$ cat config.mk
export PLATFORM = sky130hd
export DESIGN_NAME = accel_mailbox_flat
export DESIGN_NICKNAME = d
export VERILOG_FILES = /design/src/rtl/accel_mailbox_pkg.sv /design/src/rtl/accel_mailbox_if.sv /design/src/rtl/accel_mailbox_wb.sv /design/src/rtl/accel_mailbox.sv /design/src/flat_wrapper.sv
export SDC_FILE = /design/constraint.sdc
export NUM_CORES = 1
export LEC_CHECK = 0
export CORE_AREA = 2 2 534 536
export CTS_BUF_LIST = sky130_fd_sc_hd__clkbuf_16
export DETAILED_ROUTE_END_ITERATION = 12
export DIE_AREA = 0 0 536 538
export GPL_TIMING_DRIVEN = 0
export HOLD_SLACK_MARGIN = 0.12
export PLACE_DENSITY = 0.38
export SLEW_MARGIN = 40
export SYNTH_ARGS = -nofsm -noshare
export SYNTH_HDL_FRONTEND = slang
export SYNTH_SLANG_ARGS = --single-unit
$ cat constraint.sdc
create_clock -name clk -period 51.1 [get_ports clk]
set_input_delay 12.775 -clock clk [delete_from_list [all_inputs] [get_ports clk]]
set_output_delay 12.775 -clock clk [all_outputs]
set_load 0.1 [all_outputs]
$ cat src/rtl/accel_mailbox_pkg.sv
`default_nettype none
// ============================================================================
// Module  : accel_mailbox_pkg
// Brief   : Shared types and constants for the accelerator mailbox bridge.
// Revision: 1.0 - initial release
// ============================================================================
package accel_mailbox_pkg;

    localparam logic [15:0] DEFAULT_DOORBELL_ADDR = 16'hFFF0;

    // Field positions inside the doorbell store data
    localparam int SRC_LSB  = 0;
    localparam int DST_LSB  = 16;

    localparam int ADDR_W   = 16;
    localparam int WORD_W   = 32;
    localparam int BLOCK_W  = 512;
    localparam int DIGEST_W = 256;

    typedef enum logic [2:0] {
        S_IDLE     = 3'd0,
        S_RD_REQ   = 3'd1,
        S_RD_CAP   = 3'd2,
        S_SEND     = 3'd3,
        S_WAIT_DIG = 3'd4,
        S_WRITE    = 3'd5,
        S_DONE     = 3'd6
    } mb_state_t;

endpackage
`default_nettype wire

$ cat src/rtl/accel_mailbox_if.sv
`default_nettype none
// ============================================================================
// Module  : accel_mailbox_if
// Brief   : CPU store snoop, data-memory port and accelerator handshakes.
//           master = CPU/memory/accelerator side, slave = mailbox.
// Revision: 1.0 - initial release
// ============================================================================
interface accel_mailbox_if;
    import accel_mailbox_pkg::*;

    logic                cpu_wrt_en;
    logic [ADDR_W-1:0]   cpu_addr;
    logic [WORD_W-1:0]   cpu_wrt_data;
    logic [BLOCK_W-1:0]  accel_rd_data;
    logic [ADDR_W-1:0]   accel_addr;
    logic                accel_wrt_en;
    logic [WORD_W-1:0]   accel_wrt_data;
    logic                blk_valid;
    logic                blk_ready;
    logic [BLOCK_W-1:0]  blk_data;
    logic                dig_valid;
    logic                dig_ready;
    logic [DIGEST_W-1:0] dig_data;
    logic                busy;
    logic                done;
    logic                err;

    modport master (
        output cpu_wrt_en, cpu_addr, cpu_wrt_data, accel_rd_data,
               blk_ready, dig_valid, dig_data,
        input  accel_addr, accel_wrt_en, accel_wrt_data, blk_valid,
               blk_data, dig_ready, busy, done, err
    );

    modport slave (
        input  cpu_wrt_en, cpu_addr, cpu_wrt_data, accel_rd_data,
               blk_ready, dig_valid, dig_data,
        output accel_addr, accel_wrt_en, accel_wrt_data, blk_valid,
               blk_data, dig_ready, busy, done, err
    );

endinterface
`default_nettype wire

$ cat src/rtl/accel_mailbox_wb.sv
`default_nettype none
// ============================================================================
// Module  : accel_mailbox_wb
// Brief   : Digest write-back serialiser: holds the digest, steps a word
//           index, and produces the address/word for each write.
// Revision: 1.0 - initial release
// ============================================================================
module accel_mailbox_wb
    import accel_mailbox_pkg::*;
#(
    parameter int RESULT_WORDS = 8,
    parameter int ADDR_STRIDE  = 4
) (
    input  logic                clk,
    input  logic                rst,
    input  logic                i_start,   // load digest, restart at word 0
    input  logic                i_adv,     // current word is being written
    input  logic [DIGEST_W-1:0] i_digest,
    input  logic [ADDR_W-1:0]   i_base,
    output logic [ADDR_W-1:0]   o_addr,
    output logic [WORD_W-1:0]   o_data,
    output logic                o_last
);

    localparam int IDX_W = (RESULT_WORDS > 1) ? $clog2(RESULT_WORDS) : 1;

    logic [IDX_W-1:0]    r_idx;
    logic [DIGEST_W-1:0] r_dig;

    // Digest capture and word index; index parks on the last word
    always_ff @(posedge clk or posedge rst) begin
        if (rst) begin
            r_idx <= '0;
            r_dig <= '0;
        end else if (i_start) begin
            r_idx <= '0;
            r_dig <= i_digest;
        end else if (i_adv && !o_last) begin
            r_idx <= r_idx + 1'b1;
        end
    end

    // Word select: word 0 is the most significant (H0) word
    always_comb begin
        o_data = '0;
        for (int k = 0; k < RESULT_WORDS; k++) begin
            if (r_idx == IDX_W'(k)) begin
                o_data = r_dig[DIGEST_W-1-WORD_W*k -: WORD_W];
            end
        end
    end

    // Address arithmetic is deliberately ADDR_W wide so it wraps
    assign o_addr = i_base + ADDR_W'(ADDR_STRIDE) * ADDR_W'(r_idx);
    assign o_last = (r_idx == IDX_W'(RESULT_WORDS - 1));

endmodule
`default_nettype wire

$ cat src/rtl/accel_mailbox.sv
`default_nettype none
// ============================================================================
// Module  : accel_mailbox
// Brief   : Doorbell-triggered bridge: fetches a 512-bit block from CPU data
//           memory, hands it to the hash accelerator and writes the 256-bit
//           digest back as 32-bit words.
// Revision: 1.0 - initial release
// ============================================================================
module accel_mailbox
    import accel_mailbox_pkg::*;
#(
    parameter logic [15:0] DOORBELL_ADDR = DEFAULT_DOORBELL_ADDR,
    parameter int          RESULT_WORDS  = 8,
    parameter int          ADDR_STRIDE   = 4
) (
    input  logic           clk,
    input  logic           rst,
    accel_mailbox_if.slave bus
);

    mb_state_t          r_state;
    mb_state_t          w_next;
    logic [ADDR_W-1:0]  r_src;
    logic [ADDR_W-1:0]  r_dst;
    logic [BLOCK_W-1:0] r_blk;
    logic               r_err;

    logic               w_doorbell;
    logic               w_db_accept;
    logic               w_dig_take;
    logic [ADDR_W-1:0]  w_wb_addr;
    logic [WORD_W-1:0]  w_wb_data;
    logic               w_wb_last;

    assign w_doorbell  = bus.cpu_wrt_en && (bus.cpu_addr == DOORBELL_ADDR);
    assign w_db_accept = w_doorbell && ((r_state == S_IDLE) || (r_state == S_DONE));
    assign w_dig_take  = (r_state == S_WAIT_DIG) && bus.dig_valid;

    // State register
    always_ff @(posedge clk or posedge rst) begin
        if (rst) begin
            r_state <= S_IDLE;
        end else begin
            r_state <= w_next;
        end
    end

    // Next-state logic
    always_comb begin
        w_next = r_state;
        case (r_state)
            S_IDLE:     if (w_db_accept) w_next = S_RD_REQ;
            S_RD_REQ:   w_next = S_RD_CAP;
            S_RD_CAP:   w_next = S_SEND;
            S_SEND:     if (bus.blk_ready) w_next = S_WAIT_DIG;
            S_WAIT_DIG: if (bus.dig_valid) w_next = S_WRITE;
            S_WRITE:    if (w_wb_last) w_next = S_DONE;
            S_DONE:     w_next = w_db_accept ? S_RD_REQ : S_IDLE;
            default:    w_next = S_IDLE;
        endcase
    end

    // Job parameters, captured block and sticky busy-doorbell error
    always_ff @(posedge clk or posedge rst) begin
        if (rst) begin
            r_src <= '0;
            r_dst <= '0;
            r_blk <= '0;
            r_err <= 1'b0;
        end else begin
            if (w_db_accept) begin
                r_src <= bus.cpu_wrt_data[SRC_LSB +: ADDR_W];
                r_dst <= bus.cpu_wrt_data[DST_LSB +: ADDR_W];
                r_err <= 1'b0;
            end else if (w_doorbell) begin
                r_err <= 1'b1;
            end
            if (r_state == S_RD_CAP) begin
                r_blk <= bus.accel_rd_data;
            end
        end
    end

    accel_mailbox_wb #(
        .RESULT_WORDS (RESULT_WORDS),
        .ADDR_STRIDE  (ADDR_STRIDE)
    ) u_wb (
        .clk      (clk),
        .rst      (rst),
        .i_start  (w_dig_take),
        .i_adv    (r_state == S_WRITE),
        .i_digest (bus.dig_data),
        .i_base   (r_dst),
        .o_addr   (w_wb_addr),
        .o_data   (w_wb_data),
        .o_last   (w_wb_last)
    );

    // Outputs are decoded from state so an async reset clears them at once
    always_comb begin
        bus.accel_addr = '0;
        if ((r_state == S_RD_REQ) || (r_state == S_RD_CAP)) begin
            bus.accel_addr = r_src;
        end else if (r_state == S_WRITE) begin
            bus.accel_addr = w_wb_addr;
        end
    end

    assign bus.accel_wrt_en   = (r_state == S_WRITE);
    assign bus.accel_wrt_data = (r_state == S_WRITE) ? w_wb_data : '0;
    assign bus.blk_valid      = (r_state == S_SEND);
    assign bus.blk_data       = r_blk;
    assign bus.dig_ready      = (r_state == S_WAIT_DIG);
    assign bus.busy           = (r_state != S_IDLE);
    assign bus.done           = (r_state == S_DONE);
    assign bus.err            = r_err;

endmodule
`default_nettype wire

$ cat src/flat_wrapper.sv
// flat-port wrapper written by rule: the top's interface ports become plain ports
module accel_mailbox_flat import accel_mailbox_pkg::*;
#(
    parameter logic [15:0] DOORBELL_ADDR = DEFAULT_DOORBELL_ADDR,
    parameter int          RESULT_WORDS  = 8,
    parameter int          ADDR_STRIDE   = 4
)
  (clk, rst, bus_cpu_wrt_en, bus_cpu_addr, bus_cpu_wrt_data, bus_accel_rd_data, bus_blk_ready, bus_dig_valid, bus_dig_data, bus_accel_addr, bus_accel_wrt_en, bus_accel_wrt_data, bus_blk_valid, bus_blk_data, bus_dig_ready, bus_busy, bus_done, bus_err);
  accel_mailbox_if bus_i ();
  input  logic clk;
  input  logic rst;
  input wire logic [$bits(bus_i.cpu_wrt_en)-1:0] bus_cpu_wrt_en;
  input wire logic [$bits(bus_i.cpu_addr)-1:0] bus_cpu_addr;
  input wire logic [$bits(bus_i.cpu_wrt_data)-1:0] bus_cpu_wrt_data;
  input wire logic [$bits(bus_i.accel_rd_data)-1:0] bus_accel_rd_data;
  input wire logic [$bits(bus_i.blk_ready)-1:0] bus_blk_ready;
  input wire logic [$bits(bus_i.dig_valid)-1:0] bus_dig_valid;
  input wire logic [$bits(bus_i.dig_data)-1:0] bus_dig_data;
  output wire logic [$bits(bus_i.accel_addr)-1:0] bus_accel_addr;
  output wire logic [$bits(bus_i.accel_wrt_en)-1:0] bus_accel_wrt_en;
  output wire logic [$bits(bus_i.accel_wrt_data)-1:0] bus_accel_wrt_data;
  output wire logic [$bits(bus_i.blk_valid)-1:0] bus_blk_valid;
  output wire logic [$bits(bus_i.blk_data)-1:0] bus_blk_data;
  output wire logic [$bits(bus_i.dig_ready)-1:0] bus_dig_ready;
  output wire logic [$bits(bus_i.busy)-1:0] bus_busy;
  output wire logic [$bits(bus_i.done)-1:0] bus_done;
  output wire logic [$bits(bus_i.err)-1:0] bus_err;
  assign bus_i.cpu_wrt_en = bus_cpu_wrt_en;
  assign bus_i.cpu_addr = bus_cpu_addr;
  assign bus_i.cpu_wrt_data = bus_cpu_wrt_data;
  assign bus_i.accel_rd_data = bus_accel_rd_data;
  assign bus_i.blk_ready = bus_blk_ready;
  assign bus_i.dig_valid = bus_dig_valid;
  assign bus_i.dig_data = bus_dig_data;
  assign bus_accel_addr = bus_i.accel_addr;
  assign bus_accel_wrt_en = bus_i.accel_wrt_en;
  assign bus_accel_wrt_data = bus_i.accel_wrt_data;
  assign bus_blk_valid = bus_i.blk_valid;
  assign bus_blk_data = bus_i.blk_data;
  assign bus_dig_ready = bus_i.dig_ready;
  assign bus_busy = bus_i.busy;
  assign bus_done = bus_i.done;
  assign bus_err = bus_i.err;
  accel_mailbox #(.DOORBELL_ADDR(DOORBELL_ADDR), .RESULT_WORDS(RESULT_WORDS), .ADDR_STRIDE(ADDR_STRIDE)) u_core (.clk(clk), .rst(rst), .bus(bus_i));
endmodule
## Yosys cells after proc, flatten, opt, wreduce, memory -nomap -nowiden

Index checks and enable logic that the tools add are counted.

| storage, ports and cells | value |
|---|---|
| memories kept | 0 |
| input bits | 821 |
| logic and storage cells | 61 |
| bits in writable memories | 0 |
| bits in registers | 807 |
| output and inout bits | 566 |
| bits in latches | 0 |
| memory bits (read-only) | 0 |

| operators by class | value |
|---|---|
| multiplexer cells | 21 |
| bitwise logic cells | 0 |
| $mul | 0 |
| equality and inequality tests | 18 |
| shift operators | 0 |
| div/mod/pow operators | 0 |
| magnitude comparators | 0 |
| add/sub/neg operators | 2 |
| reduce and logical (&&, ||, !) cells | 13 |

Operators with widths:

| operator | count |
|---|---|
| $mux 32 | 9 |
| $mux 16 | 2 |
| $eq 3x3->1 const B | 7 |
| $pmux 3 s7 | 1 |
| $mux 3 | 6 |
| $add 16x5->16 | 1 |
| $eq 16x16->1 const B | 1 |
| $eq 3x2->1 const B | 4 |
| $eq 3x1->1 const B | 2 |
| $logic_not 3->1 | 2 |
| $logic_and 1x1->1 | 4 |
| $ne 2x1->1 const B | 2 |
| $ne 2x2->1 const B | 2 |
| $reduce_and 4->1 | 1 |
| $reduce_bool 2->1 | 2 |
| $add 3x1->3 const B | 1 |
| $mux 1 | 3 |
| $reduce_bool 3->1 | 1 |
| $logic_or 1x1->1 | 2 |
| $logic_not 1->1 | 1 |

## Logic depth before layout (Yosys ltp)

| logic depth | value |
|---|---|
| depth after elaboration | 10 |
| depth in mapped cells | 9 |
| depth with buffers taken out | 7 |

## Cells and area by module

From an unflattened synthesis, not the netlist that was laid out.

| second synthesis, totals | value |
|---|---|
| cell total of the unflattened synthesis | 2462 |
| area, all modules | 33858.7 um2 |

By module, submodules not included:

| module | cells an instance | seq. area each (um2) | instances | area each (um2) |
|---|---|---|---|---|
| accel_mailbox | 1242 | 13713.2 | 1 | 21013.9 |
| accel_mailbox_wb | 1220 | 6481.2 | 1 | 12844.8 |

## Worst setup path after synthesis

No wires, ideal clock.

| path | value |
|---|---|
| path type | register to output |
| start point | register u_core.u_wb.r_idx[0] |
| end point | output bus_accel_addr[12] |
| data required time | 38.325 ns |
| arrival | 3.662 ns |
| cell stages (with the launch flop) | 8 |
| buffers on the path | 0 |
| setup slack | 34.663 ns |
| cell sequence | dfrtp_1 -> ha_1 -> inv_1 -> fa_1 -> nand2b_1 -> a211oi_1 -> xnor2_1 -> o21ai_0 |

| between the ends | value |
|---|---|
| word-level cells in the longest chain between the ends | 3 |

Ends and longest elaborated chain:

| what | line | RTL |
|---|---|---|
| from (decl) | accel_mailbox_wb.sv:27 | `logic [IDX_W-1:0] r_idx;` |
| from (signal assigned) | accel_mailbox_wb.sv:39 | `r_idx <= r_idx + 1'b1;` |
| $add 16x5->16 | accel_mailbox_wb.sv:54 | `assign o_addr = i_base + ADDR_W'(ADDR_STRIDE) * ADDR_W'(r_idx);` |
| $mux 16 | accel_mailbox.sv:104 | `end else if (r_state == S_WRITE) begin` |
| $mux 16 | accel_mailbox.sv:102 | `if ((r_state == S_RD_REQ) \|\| (r_state == S_RD_CAP)) begin` |
| to (decl) | flat_wrapper.sv:19 | `output wire logic [$bits(bus_i.accel_addr)-1:0] bus_accel_addr;` |

No other way between the ends.

## Worst setup path after layout

| path | value |
|---|---|
| start point | register u_core.u_wb.r_idx[2] |
| end point | output bus_accel_wrt_data[19] |

| between the ends | value |
|---|---|
| word-level cells in the longest chain between the ends | 10 |
| elaborated cells on any way between the ends | 17 |
| classes of those cells | eq/ne (7); mux (9); reduce/logical (1) |

Ends and longest elaborated chain:

| what | line | RTL |
|---|---|---|
| $logic_not 3->1 | accel_mailbox_wb.sv:47 | `if (r_idx == IDX_W'(k)) begin` |
| $mux 32 (7 in a row) | accel_mailbox_wb.sv:47 |  |
| $mux 32 * | accel_mailbox_wb.sv:47 |  |
| $mux 32 * | accel_mailbox.sv:110 | `assign bus.accel_wrt_data = (r_state == S_WRITE) ? w_wb_data : '0;` |
| to (decl) | flat_wrapper.sv:21 | `output wire logic [$bits(bus_i.accel_wrt_data)-1:0] bus_accel_wrt_data;` |

Every way passes the cells marked *; elsewhere a longest branch is shown, timed or not.

==> flow_summary.toml <==
[drt]
wl_per_cell_um = 29.2
dr_total_vias = 25681
drt_iter0_markers = 1112
vias_per_cell = 3.40
drt.antenna.violating_nets = 0
drc = 0
routed_wl_um = 220000
drt-pass1-iter-count = 5

[layout]
seq_area_mm2 = 0.0202
multiInputGateArea_mm2 = 0.0127
fill_cells = 30877
final_nets = 4492
syn2layout_area_growth_pct = 58.1
drive_above_1_share_pct = 34.0

[min_path]
min-delay-start = "u_core.bus.blk_data[143]$_DFFE_PP0P_"
hp-class = "register to register"

[die]
die_width_um = 536
fp-row-count = 196
ioPinCount = 1387
start_util_pct = 12.0
die_h_um = 538
die_area_mm2 = 0.288
core_mm2 = 0.283

[flow_run]
maxCapViolations = 0

[synthesis]
synth-edff-count = 0
synth_ff_type = "dfrtp_1"
yosysUniqueCellTypes = 54
syn-num-nets = 2976
ys_async_sr_fraction_pct = 100
ys_warn_count = 0
synth_area_mm2 = 0.0340
synth_top_cell_by_area = "dfrtp_1"
syn_avg_cell_area_um2 = 15.8
syn_inst = 2145
ys_seq_elements = 807
ys_seq_area_share_pct = 59.4
netlist_top_cells_count = "807 x dfrtp_1, 385 x mux2_1, 229 x mux2_4"
synth_area_leaders = "dfrtp_1 59%, mux2_1 13%, mux2_4 10%"
synth_top_cell_area_share_pct = 59.4
synth.most_common_cell = "dfrtp_1"

[grt]
grt_max_degree = 72
grt_pass1_wl_um = 281000
grt_most_used_layer = "met2"
use_met1_pct = 16.5
grt_overflow = 0
use_met2_pct = 25.6
grt_pass1_vias = 27391
antenna_found_initial = 160
use_met3_pct = 6.16
grt_util_all_layers_pct = 14.7

[timing]
max-slew-margin-rel_pct = 43.9
finalSetupTns_ns = 0
worstMarginPinSlew_ns = 0.842
fin_worst_skew_ns = 0.0546
drv_slew = 0
rsz0062_at_grt = "no"
post-route-min-period_ns = 17.72
fmax_mhz = 56.4
fin_crit_sh_pct = 34.7
final-setup-viol-count = 0
final-hold-violation-count = 0

[worst_setup_path]
cp_top_family = "buffers and inverters"
timing.rr.start = "u_core.r_state[2]$_DFFE_PP0P_"
worst-path-buf-inv = 6
crit_required_ns = 38.33
end_kind = "output port"
critPathLaunchType = "register"
crit_path_frequent_cell = "buf_2"
critPathMaxStageDelay_ns = 0.64
path_class = "register to output port"
cp_cell_sequence = "buf_2 > clkbuf_1 > inv_1 > ha_1 > clkbuf_1 > or2_1 > buf_2 > o311ai_1 > o2111a_1 > buf_2"
arrival_ns = 4.95
crit_slowest_cell = "o311ai_1"
critPathMaxFanout = 10
critPathLaunch = "u_core.u_wb.r_idx[2]$_DFFE_PP0P_"

[clocking]
cts_resized = 0
cts_buffers = 114
cts.sinks = 807
cts-hold-fix-buffers = 0
cts_setup_buffers = 0
cts_tree = "yes"
cts_buffer_depth = 4
insertion_delay_ns = 0.85
cts.htree.levels = 3
clockRootBuffer = "clkbuf_16"
clk_pin_slew_ns = 0.06

[place]
dp_hpwl_um = 185000
portBuffers = 1386
gp_congestion = 0.856

[run_status]
status = "finished, final reports clean"
metal layers:
layer / share of wire [%] / routed length (um) / up-vias
li1: - / - / 11054
met1: 38 / 84300 / 12927
met2: 49 / 109000 / 1187
met3: 9.9 / 21900 / 351
met4: 2.0 / 4390 / 162
met5: 0.47 / 1030 / -
worst register-to-register path: stages, from the launching register on:
cell,delay (ns)
dfrtp_1,0.39
buf_6,0.15
nor3b_1,0.18
buf_4,0.43
buf_4,0.49
buf_4,0.40
mux2_1,0.37
cell type report:
cell class | instances | share of cell area, %
Antenna cell | 42 | 0.196
Buffer | 150 | 2.06
Clock buffer | 115 | 5.36
Clock inverter | 86 | 1.15
Inverter | 13 | 0.105
Multi-Input combinational cell | 1175 | 23.6
Sequential cell | 807 | 37.6
Tap cell | 3762 | 8.76
Timing Repair Buffer | 1400 | 21.2
path summary, 6_finish.rpt:
| kind | endpoint | slack, ns | cells after the start |
|---|---|---|---|
| worst max-delay path | bus_accel_wrt_data[19] | 33.38 | 10 |
| worst min-delay path | u_core.bus.blk_data[143]$_DFFE_PP0P_ | 0.48 | 1 |
| worst max register to register | u_core.bus.blk_data[296]$_DFFE_PP0P_ | 48.53 | 6 |
| worst min register to register | u_core.bus.blk_data[143]$_DFFE_PP0P_ | 0.48 | 1 |
| max in group asynchronous | u_core.u_wb.r_dig[41]$_DFFE_PP0P_ | 36.19 | 8 |
| min in group asynchronous | u_core.bus.blk_data[274]$_DFFE_PP0P_ | 12.29 | 2 |
flip-flops by register name, indices dropped and copies added (netlist names):
| register | cells |
|---|---|
| u_core.bus.blk_data | 512 |
| u_core.bus.err | 1 |
| u_core.r_dst | 16 |
| u_core.r_src | 16 |
| u_core.r_state | 3 |
| u_core.u_wb.r_dig | 256 |
| u_core.u_wb.r_idx | 3 |
metrics by stage:
| step | hold WS (ns) | worst slack, ns | cell area, um2 | std cells | utilization (%) |
|---|---|---|---|---|---|
| 2_1_floorplan | 0.459 | 15.66 | 34000 | 2145 | - |
| 3_3_place_gp | 0.466 | 1.59 | 52600 | 7293 | 18.6 |
| 3_5_place_dp | 0.469 | 34.21 | 50100 | 7307 | 17.7 |
| 4_1_cts | 0.482 | 33.22 | 53600 | 7508 | 18.9 |
| 5_1_grt | 0.492 | 33.24 | 53600 | 7512 | 18.9 |
| 6_report | 0.480 | 33.38 | 53700 | 7550 | 19.0 |
cell usage in the layout (no fill, tap or decap), drive strengths merged, types with 33 or more instances in the layout:
| cell type | instances |
|---|---|
| clkinv | 41 |
| o21ai | 47 |
| dfrtp | 807 |
| nor2b | 35 |
| clkbuf | 143 |
| buf | 702 |
| clkdlybuf4s50 | 820 |
| a221oi | 33 |
| inv | 47 |
| diode | 42 |
| mux2 | 800 |
| a21oi | 39 |
kinds of logic after synthesis:
| family | after synthesis | share of synthesized area [%] |
|---|---|---|
| DFF | 807 | 59.4 |
| xor gates and xnor gates | 13 | 0.335 |
| adders and majority gates | 10 | 0.390 |
| and+or+nand+nor | 88 | 1.51 |
| AOI/OAI and AO/OA | 263 | 5.90 |
| muxes | 801 | 29.1 |
| buffers and inverters | 163 | 3.39 |
Power is left out: the tool's default activity adds up to more than one toggle a clock period on the data nets, which glitch-free logic cannot reach.
